[config.mk]
export PLATFORM = sky130hd
export DESIGN_NAME = fetch_unit
export DESIGN_NICKNAME = d
export VERILOG_FILES = /design/src/rtl/fetch_unit.sv
export SDC_FILE = /design/constraint.sdc
export NUM_CORES = 1
export LEC_CHECK = 0
export CORE_AREA = 2 2 109 111
export DETAILED_ROUTE_END_ITERATION = 12
export DIE_AREA = 0 0 111 113
export GPL_TIMING_DRIVEN = 0
export PLACE_DENSITY = 0.75
export SETUP_SLACK_MARGIN = 0.05
export SLEW_MARGIN = 20
export SYNTH_ARGS = -nofsm -noshare
export SYNTH_HDL_FRONTEND = slang
export SYNTH_SLANG_ARGS = --single-unit
[constraint.sdc]
create_clock -name clk -period 3.95 [get_ports clk]
set_input_delay 0.79 -clock clk [delete_from_list [all_inputs] [get_ports clk]]
set_output_delay 0.79 -clock clk [all_outputs]
set_load 0.01 [all_outputs]
[src/rtl/fetch_unit.sv]
// fetch_unit: instruction-fetch stage of the pipelined LC-3b core.
// Owns the PC and applies the predictor's next-PC select. Runs the
// instruction-memory read handshake and fills the IF/ID register.
// A stalled response is parked in a hold buffer. A flush that lands while
// a read is outstanding is absorbed by draining that read before redirecting.
//
// Ports
//   clk, reset_n            clock, async active-low reset
//   pcmux_sel               next-PC select (000 pc+2, 001 br_add_out,
//                           010 reg_target, 011 trap_target, 100 predicted_pc,
//                           101 recovery_pc, 11x pc+2)
//   predicted_pc, br_add_out, reg_target, trap_target, recovery_pc
//                           candidate next-PC values
//   flush, stall            squash/redirect, downstream back-pressure
//   imem_read/address       read request, held until imem_resp
//   imem_rdata/resp         instruction word, 1-cycle completion pulse
//   if_valid/pc/pc_plus2/ir IF/ID pipeline register
module fetch_unit #(
  parameter logic [15:0] RESET_PC = 16'h0000
) (
  input  logic        clk,
  input  logic        reset_n,
  input  logic [2:0]  pcmux_sel,
  input  logic [15:0] predicted_pc,
  input  logic [15:0] br_add_out,
  input  logic [15:0] reg_target,
  input  logic [15:0] trap_target,
  input  logic [15:0] recovery_pc,
  input  logic        flush,
  input  logic        stall,
  output logic        imem_read,
  output logic [15:0] imem_address,
  input  logic [15:0] imem_rdata,
  input  logic        imem_resp,
  output logic        if_valid,
  output logic [15:0] if_pc,
  output logic [15:0] if_pc_plus2,
  output logic [15:0] if_ir
);

  typedef enum logic [1:0] {FETCH, HOLD, DRAIN} state_t;

  typedef struct packed {
    logic        valid;
    logic [15:0] pc;
    logic [15:0] pc_plus2;
    logic [15:0] ir;
  } ifid_t;

  state_t      state, state_nxt;
  ifid_t       ifid;
  logic [15:0] pc;
  logic [15:0] pc_inc;
  logic [15:0] pc_sel;
  logic [15:0] pc_next;
  logic [15:0] hold_buf;
  logic [15:0] redirect;

  // next-PC mux; targets are word aligned, so bit 0 is always dropped
  assign pc_inc = pc + 16'd2;

  always_comb begin
    pc_sel = pc_inc;
    case (pcmux_sel)
      3'b001:  pc_sel = br_add_out;
      3'b010:  pc_sel = reg_target;
      3'b011:  pc_sel = trap_target;
      3'b100:  pc_sel = predicted_pc;
      3'b101:  pc_sel = recovery_pc;
      default: pc_sel = pc_inc;
    endcase
    pc_next = {pc_sel[15:1], 1'b0};
  end

  // state register
  always_ff @(posedge clk or negedge reset_n) begin
    if (!reset_n) state <= FETCH;
    else          state <= state_nxt;
  end

  // next-state logic; flush always outranks stall
  always_comb begin
    state_nxt = state;
    case (state)
      FETCH: begin
        if (flush && !imem_resp)      state_nxt = DRAIN;
        else if (!flush && imem_resp && stall) state_nxt = HOLD;
      end
      HOLD:    if (flush || !stall) state_nxt = FETCH;
      DRAIN:   if (imem_resp)       state_nxt = FETCH;
      default: state_nxt = FETCH;
    endcase
  end

  // outputs; a request is never raised while reset is held, and the
  // address is the PC itself so it stays put until the response arrives
  always_comb begin
    imem_read    = reset_n && (state != HOLD);
    imem_address = pc;
  end

  // PC, hold buffer, redirect register and IF/ID
  always_ff @(posedge clk or negedge reset_n) begin
    if (!reset_n) begin
      pc       <= RESET_PC;
      hold_buf <= '0;
      redirect <= '0;
      ifid     <= '0;
    end else begin
      // default: bubble unless stalled (flush kills the slot regardless)
      if (flush || !stall) ifid.valid <= 1'b0;
      case (state)
        FETCH: begin
          if (flush) begin
            // response in the same cycle is dropped; otherwise park the
            // target until the in-flight read drains
            if (imem_resp) pc       <= pc_next;
            else           redirect <= pc_next;
          end else if (imem_resp) begin
            if (stall) hold_buf <= imem_rdata;
            else begin
              ifid <= '{valid: 1'b1, pc: pc, pc_plus2: pc_inc, ir: imem_rdata};
              pc   <= pc_next;
            end
          end
        end
        HOLD: begin
          if (flush) pc <= pc_next;
          else if (!stall) begin
            ifid <= '{valid: 1'b1, pc: pc, pc_plus2: pc_inc, ir: hold_buf};
            pc   <= pc_next;
          end
        end
        DRAIN: begin
          // last flush wins, including one coinciding with the drained resp
          if (imem_resp) pc       <= flush ? pc_next : redirect;
          else if (flush) redirect <= pc_next;
        end
        default: ;
      endcase
    end
  end

  assign if_valid    = ifid.valid;
  assign if_pc       = ifid.pc;
  assign if_pc_plus2 = ifid.pc_plus2;
  assign if_ir       = ifid.ir;

endmodule

Word-level counts from Yosys, hierarchy flattened:

Index checks and enable logic that the tools add are counted.

* output and inout port bits: 66
* bits in read-only memories: 0
* memories: 0
* word-level logic and storage cells: 71
* bits of input ports: 104
* bits in writable memories: 0
* register bits: 99
* bits in latches: 0

* equality and inequality tests: 19
* add/sub/neg operators: 1
* magnitude comparators: 0
* multipliers: 0
* bitwise gates (word level): 1
* div/mod/pow operators: 0
* mux-type cells: 25
* reductions and logical operators: 17
* shift operators: 0

Operators with widths (count)
* $mux 49: 5
* $mux 16: 10
* $pmux 49 s2: 1
* $pmux 16 s5: 1
* $pmux 16 s3: 1
* $pmux 16 s2: 1
* $ne 2x2->1 const B: 10
* $add 16x2->16 const B: 1
* $mux 2: 4
* $reduce_and 4->1: 2
* $eq 3x2->1 const B: 2
* $eq 3x3->1 const B: 2
* $pmux 2 s3: 1
* $reduce_and 3->1: 2
* $reduce_and 6->1: 1
* $logic_and 1x1->1: 4
* $reduce_bool 2->1: 2
* $eq 3x1->1 const B: 1
* $logic_not 1->1: 3
* $ne 3x3->1 const B: 1
* $reduce_bool 3->1: 1
* $eq 2x1->1 const B: 1
* $eq 2x2->1 const B: 1
* $logic_not 2->1: 1
* other kinds (4): 4

Logic depth before layout (Yosys ltp):

Gate-level depths: netlist of run 1.

* depth after elaboration: 7
* mapped depth: 7
* depth with buffers taken out: 6

Worst setup path after synthesis of run 1:

Ideal clock, no wire load.

* path type: input port to flip-flop
* start: in pcmux_sel[0]
* end: reg redirect[11]
* setup time: 0.121 ns
* buffers on the path: 2
* path slack: 1.846 ns
* stages on the path: 7
* data arrival time: 1.983 ns
* data required time: 3.829 ns
* cells stage by stage: buf_2 buf_2 mux2i_1 nor2_1 a2111oi_2 o21ai_1 o22a_1

* longest elaborated chain between the ends: 5
* elaborated cells between the ends (all ways): 11
* those cells by class: eq/ne (5); mux (6)

RTL lines
* start, declared: line 23 `input logic [2:0] pcmux_sel,`
* $eq 3x3->1, or another cell as far along: line 64 `case (pcmux_sel)`
* $pmux 16 s5 *: line 64
* $mux 16 (on tied branches): line 137, 117
* $mux 16 (on tied branches): line 136, 114
* $pmux 16 s2 *: line 112 `case (state)`
* end signal, assigned: line 118 `else redirect <= pc_next;`
* end signal, assigned: line 137 `else if (flush) redirect <= pc_next;`
* end, declared: line 57 `logic [15:0] redirect;`

Every way passes the cells marked *; elsewhere a longest branch is shown, timed or not. The select of a mux whose other input is x is not followed.
A chain may end at the register's enable or synchronous reset.

Worst setup path after layout of run 1:

* start: in reset_n
* end: out imem_read

* longest elaborated chain between the ends: 1

RTL lines
* start, declared: line 22 `input logic reset_n,`
* $logic_and 1x1->1: line 98 `imem_read = reset_n && (state != HOLD);`
* end, declared: line 31 `output logic imem_read,`

No other way between the ends.

==> results of run 1 <==
worst paths after layout:
check | slack [ns] | endpoint | cells after the start
min in group clk | 0.49 | redirect[4]$_DFFE_PN0P_ | 2
max | 0.95 | imem_read | 4
max in group asynchronous | 3.03 | redirect[8]$_DFFE_PN0P_ | 2
min | 0.30 | if_ir[2]$_DFFE_PN0P_ | 1
max reg2reg | 1.78 | redirect[11]$_DFFE_PN0P_ | 6
min reg2reg | 0.49 | redirect[4]$_DFFE_PN0P_ | 2
final cells by class:
type | instances | area share, %
flip-flops and latches | 98 | 34.6
multi-input cells | 332 | 32.7
repair buffers | 162 | 23.2
clock buffers | 14 | 3.73
well taps | 143 | 2.53
plain buffers | 37 | 2.45
clock inverters | 2 | 0.495
inverters | 7 | 0.371
kinds of logic (layout without fill, tap and decap cells):
logic type	after synthesis	count (layout)	share of synthesized area (%)
compound gates	134	134	19.8
xor+xnor	13	13	2.29
fa+ha+maj	1	1	0.252
buf+inv	44	222	4.03
flops	98	98	49.4
mux	49	49	10.7
simple gates	135	135	13.5
synthesized netlist by cell type (3+ instances only):
| library cell | n | area share, % |
|---|---|---|
| nand3b_1 | 3 | 0.45 |
| o31ai_1 | 5 | 0.76 |
| nand2b_1 | 3 | 0.38 |
| inv_1 | 6 | 0.45 |
| a2111oi_2 | 3 | 0.91 |
| nor3_1 | 8 | 0.81 |
| xnor2_1 | 11 | 1.9 |
| mux2i_1 | 15 | 3.0 |
| a22o_1 | 15 | 2.6 |
| o211ai_2 | 3 | 0.76 |
| nor2b_1 | 4 | 0.50 |
| o211ai_1 | 6 | 0.91 |
| o21ai_0 | 4 | 0.40 |
| dfrtp_1 | 98 | 49 |
| o22a_1 | 11 | 1.9 |
| mux2_2 | 34 | 7.7 |
| nor4_2 | 4 | 1.0 |
| o221a_2 | 3 | 0.68 |
| nand3_1 | 7 | 0.71 |
| a22oi_1 | 24 | 3.6 |
| a21oi_1 | 40 | 4.0 |
| o21ai_1 | 6 | 0.60 |
| buf_2 | 25 | 2.5 |
| clkbuf_1 | 11 | 0.83 |
| nand2_1 | 21 | 1.6 |
| nor2_1 | 70 | 5.3 |
registers in the layout, summed over array words and instances (netlist names):
register,count
hold_buf,16
if_ir,16
if_pc,16
if_pc_plus2,15
if_valid,1
imem_address,16
redirect,16
state,2
power groups by stage:
stage | combinational [W] | clock (W) | sequential (W)
5_1_grt | 0.00122 | 0.000942 | 0.00148
2_1_floorplan | 0.000437 | 0 | 0.00151
6_report | 0.00114 | 0.000880 | 0.00145
3_5_place_dp | 0.00114 | 0 | 0.00147
3_3_place_gp | 0.00111 | 0 | 0.00145
4_1_cts | 0.00115 | 0.000892 | 0.00145
metal layers:
| layer | up-vias | GRT usage (%) | part of all wire, % |
|---|---|---|---|
| met4 | 0 | 6.83 | 1.4 |
| met3 | 21 | 5.73 | 7.6 |
| met5 | - | 0 | 0 |
| met2 | 207 | 40.1 | 49 |
| li1 | 2077 | - | - |
| met1 | 2159 | 30.0 | 43 |
per-stage QoR:
| step | hold slack [ns] | setup slack [ns] |
|---|---|---|
| floorplan | 0.449 | 1.85 |
| global placement | 0.469 | -2.18 |
| detailed placement | 0.475 | 0.895 |
| CTS | 0.300 | 0.898 |
| global route | 0.303 | 0.751 |
| finish | 0.298 | 0.947 |
worst register-to-register path, cell delays in order (launching register included):
cell     delay [ns]
dfrtp_1        0.59
ha_1           0.31
nand4_2        0.23
or3_1          0.42
xor2_1         0.24
o21ai_1        0.10
o22a_1         0.18
==> reports/results.ini, run 1 <==
[cells_and_area]
final_area_sq_um = 7080
final_cell_mix = clkdlybuf4s50_1, dfrtp_1, nor2_1
multi_input_area_sq_um = 2310
finalNetCount = 752
drive_gt1_share_pct = 15.2
syn2layout_area_growth_pct = 42.7
antenna_cells = 0
seqCellArea_sq_um = 2450
final_cells = 795
fillers = 920
layout_commonest_cell = clkdlybuf4s50_1
fin_util_pct = 62.8

[worst_setup_path]
worstPathCellList = buf_6 > buf_16 > a21boi_0 > clkdlybuf4s50_1
rr_startpoint = imem_address[1]$_DFFE_PN0P_
critPathBufInv = 3
crit_family = buffers and inverters
slowest_stage = clkdlybuf4s50_1
cp-start-kind = primary input
critPathCaptureType = primary output
critical_path_class = in -> out
worstPathMaxFanout = 76
startpoint = reset_n
cp.required_ns = 3.16
arrival_ns = 2.21
slowest_delay_ns = 0.57

[timing]
timing.final.hold_violations = 0
fin_crit_sh_pct = 76.0
drv_slew = 0
max_slew_margin_pct = 56.6
max_freq_mhz = 333
fin_setup_tns_ns = 0
worst_slew_pin_slew_ns = 0.647
fin_skew_ns = 0.00711
post-route-min-period_ns = 3.00
setup_viol = 0
rsz0062_at_grt = false

[grt]
first_global_vias = 4471
antenna_found_initial = 0
grtUsageTotal_pct = 23.5
grt_overflow = 0
grt_max_degree = 77
grt_pass1_wl_um = 23400

[yosys]
syn_avg_cell_area_sq_um = 10.5
yosysWarnings = 0
syn_inst = 474
synthesis.nets = 579
seq_area_frac_synth_pct = 49.4
ys_ff_latch = 98
synthFlopType = dfrtp_1
synthArstFlopShare_pct = 100
synthDistinctLibCells = 51
syn_area_sq_um = 4970
synth-edff-count = 0

[power]
power.total_w = 0.00347
p_int_w = 0.00244
max-vdd-ir-drop_v = 0.000317
leakage_nw = 2.91
clkPwrFrac_pct = 25.4
power.density_nw_per_um2 = 490
switchingPower_w = 0.00103
comb_power_share_pct = 32.8
seqPwrFrac_pct = 41.8
swShare_pct = 29.8

[placement]
placed_cell_area_sq_um = 6790
gp_congestion = 0.846
dp_cells = 779
io_buffer_count = 161
dp_hpwl_um = 11200

[clock_tree]
numCtsBuffers = 9
post_cts_resize_count = 0
clock_sinks = 98
cts_tree = built
clk_latency_ns = 0.34
cts_setup_buffers = 0
cts_hold_buf = 0
cts-root-buf = clkbuf_16
cts.clk_slew.worst_paths_ns = 0.06
htree_num_levels = 3
clockBufferDepth = 2

[drt]
via_per_inst = 5.62
wirelength_um = 14600
ant_nets = 0
drcViolationCount = 0
avgRoutedWirePerCell_um = 18.4
via_count = 4464
first_iter_violations = 390
drtPass1Iterations = 5

[status]
status = finished, final reports clean

[flow_run]
cap_violations = 0

[die]
die_area_sq_um = 12500
die_h_um = 113
fp-row-count = 39
die_w_um = 111
io_pins = 170
core_sq_um = 11300
start_util_pct = 44.1

[worst_hold_path]
min_path_type = in -> async

(Power assumes the default switching activity.)
==> run 2, diff against run 1 <==
==> constraint.sdc (replaced) <==
create_clock -name clk -period 3.1 [get_ports clk]
set_input_delay 0.62 -clock clk [delete_from_list [all_inputs] [get_ports clk]]
set_output_delay 0.62 -clock clk [all_outputs]
set_load 0.01 [all_outputs]
==> results of run 2 <==
The final DEF is identical to that of run 1. Status: finished, final reports clean.
Main changes from that run: setup slack after placement 0.895 ns -> 0.385 ns; setup slack after layout 0.947 ns -> 0.352 ns; hold slack 0.298 ns -> 0.128 ns; start point of the critical path reset_n -> state[0]$_DFFE_PN0P_; register-to-register setup slack 1.78 ns -> 0.93 ns; total power 0.00347 W -> 0.00442 W; worst IR drop on VDD 0.000317 V -> 0.000404 V
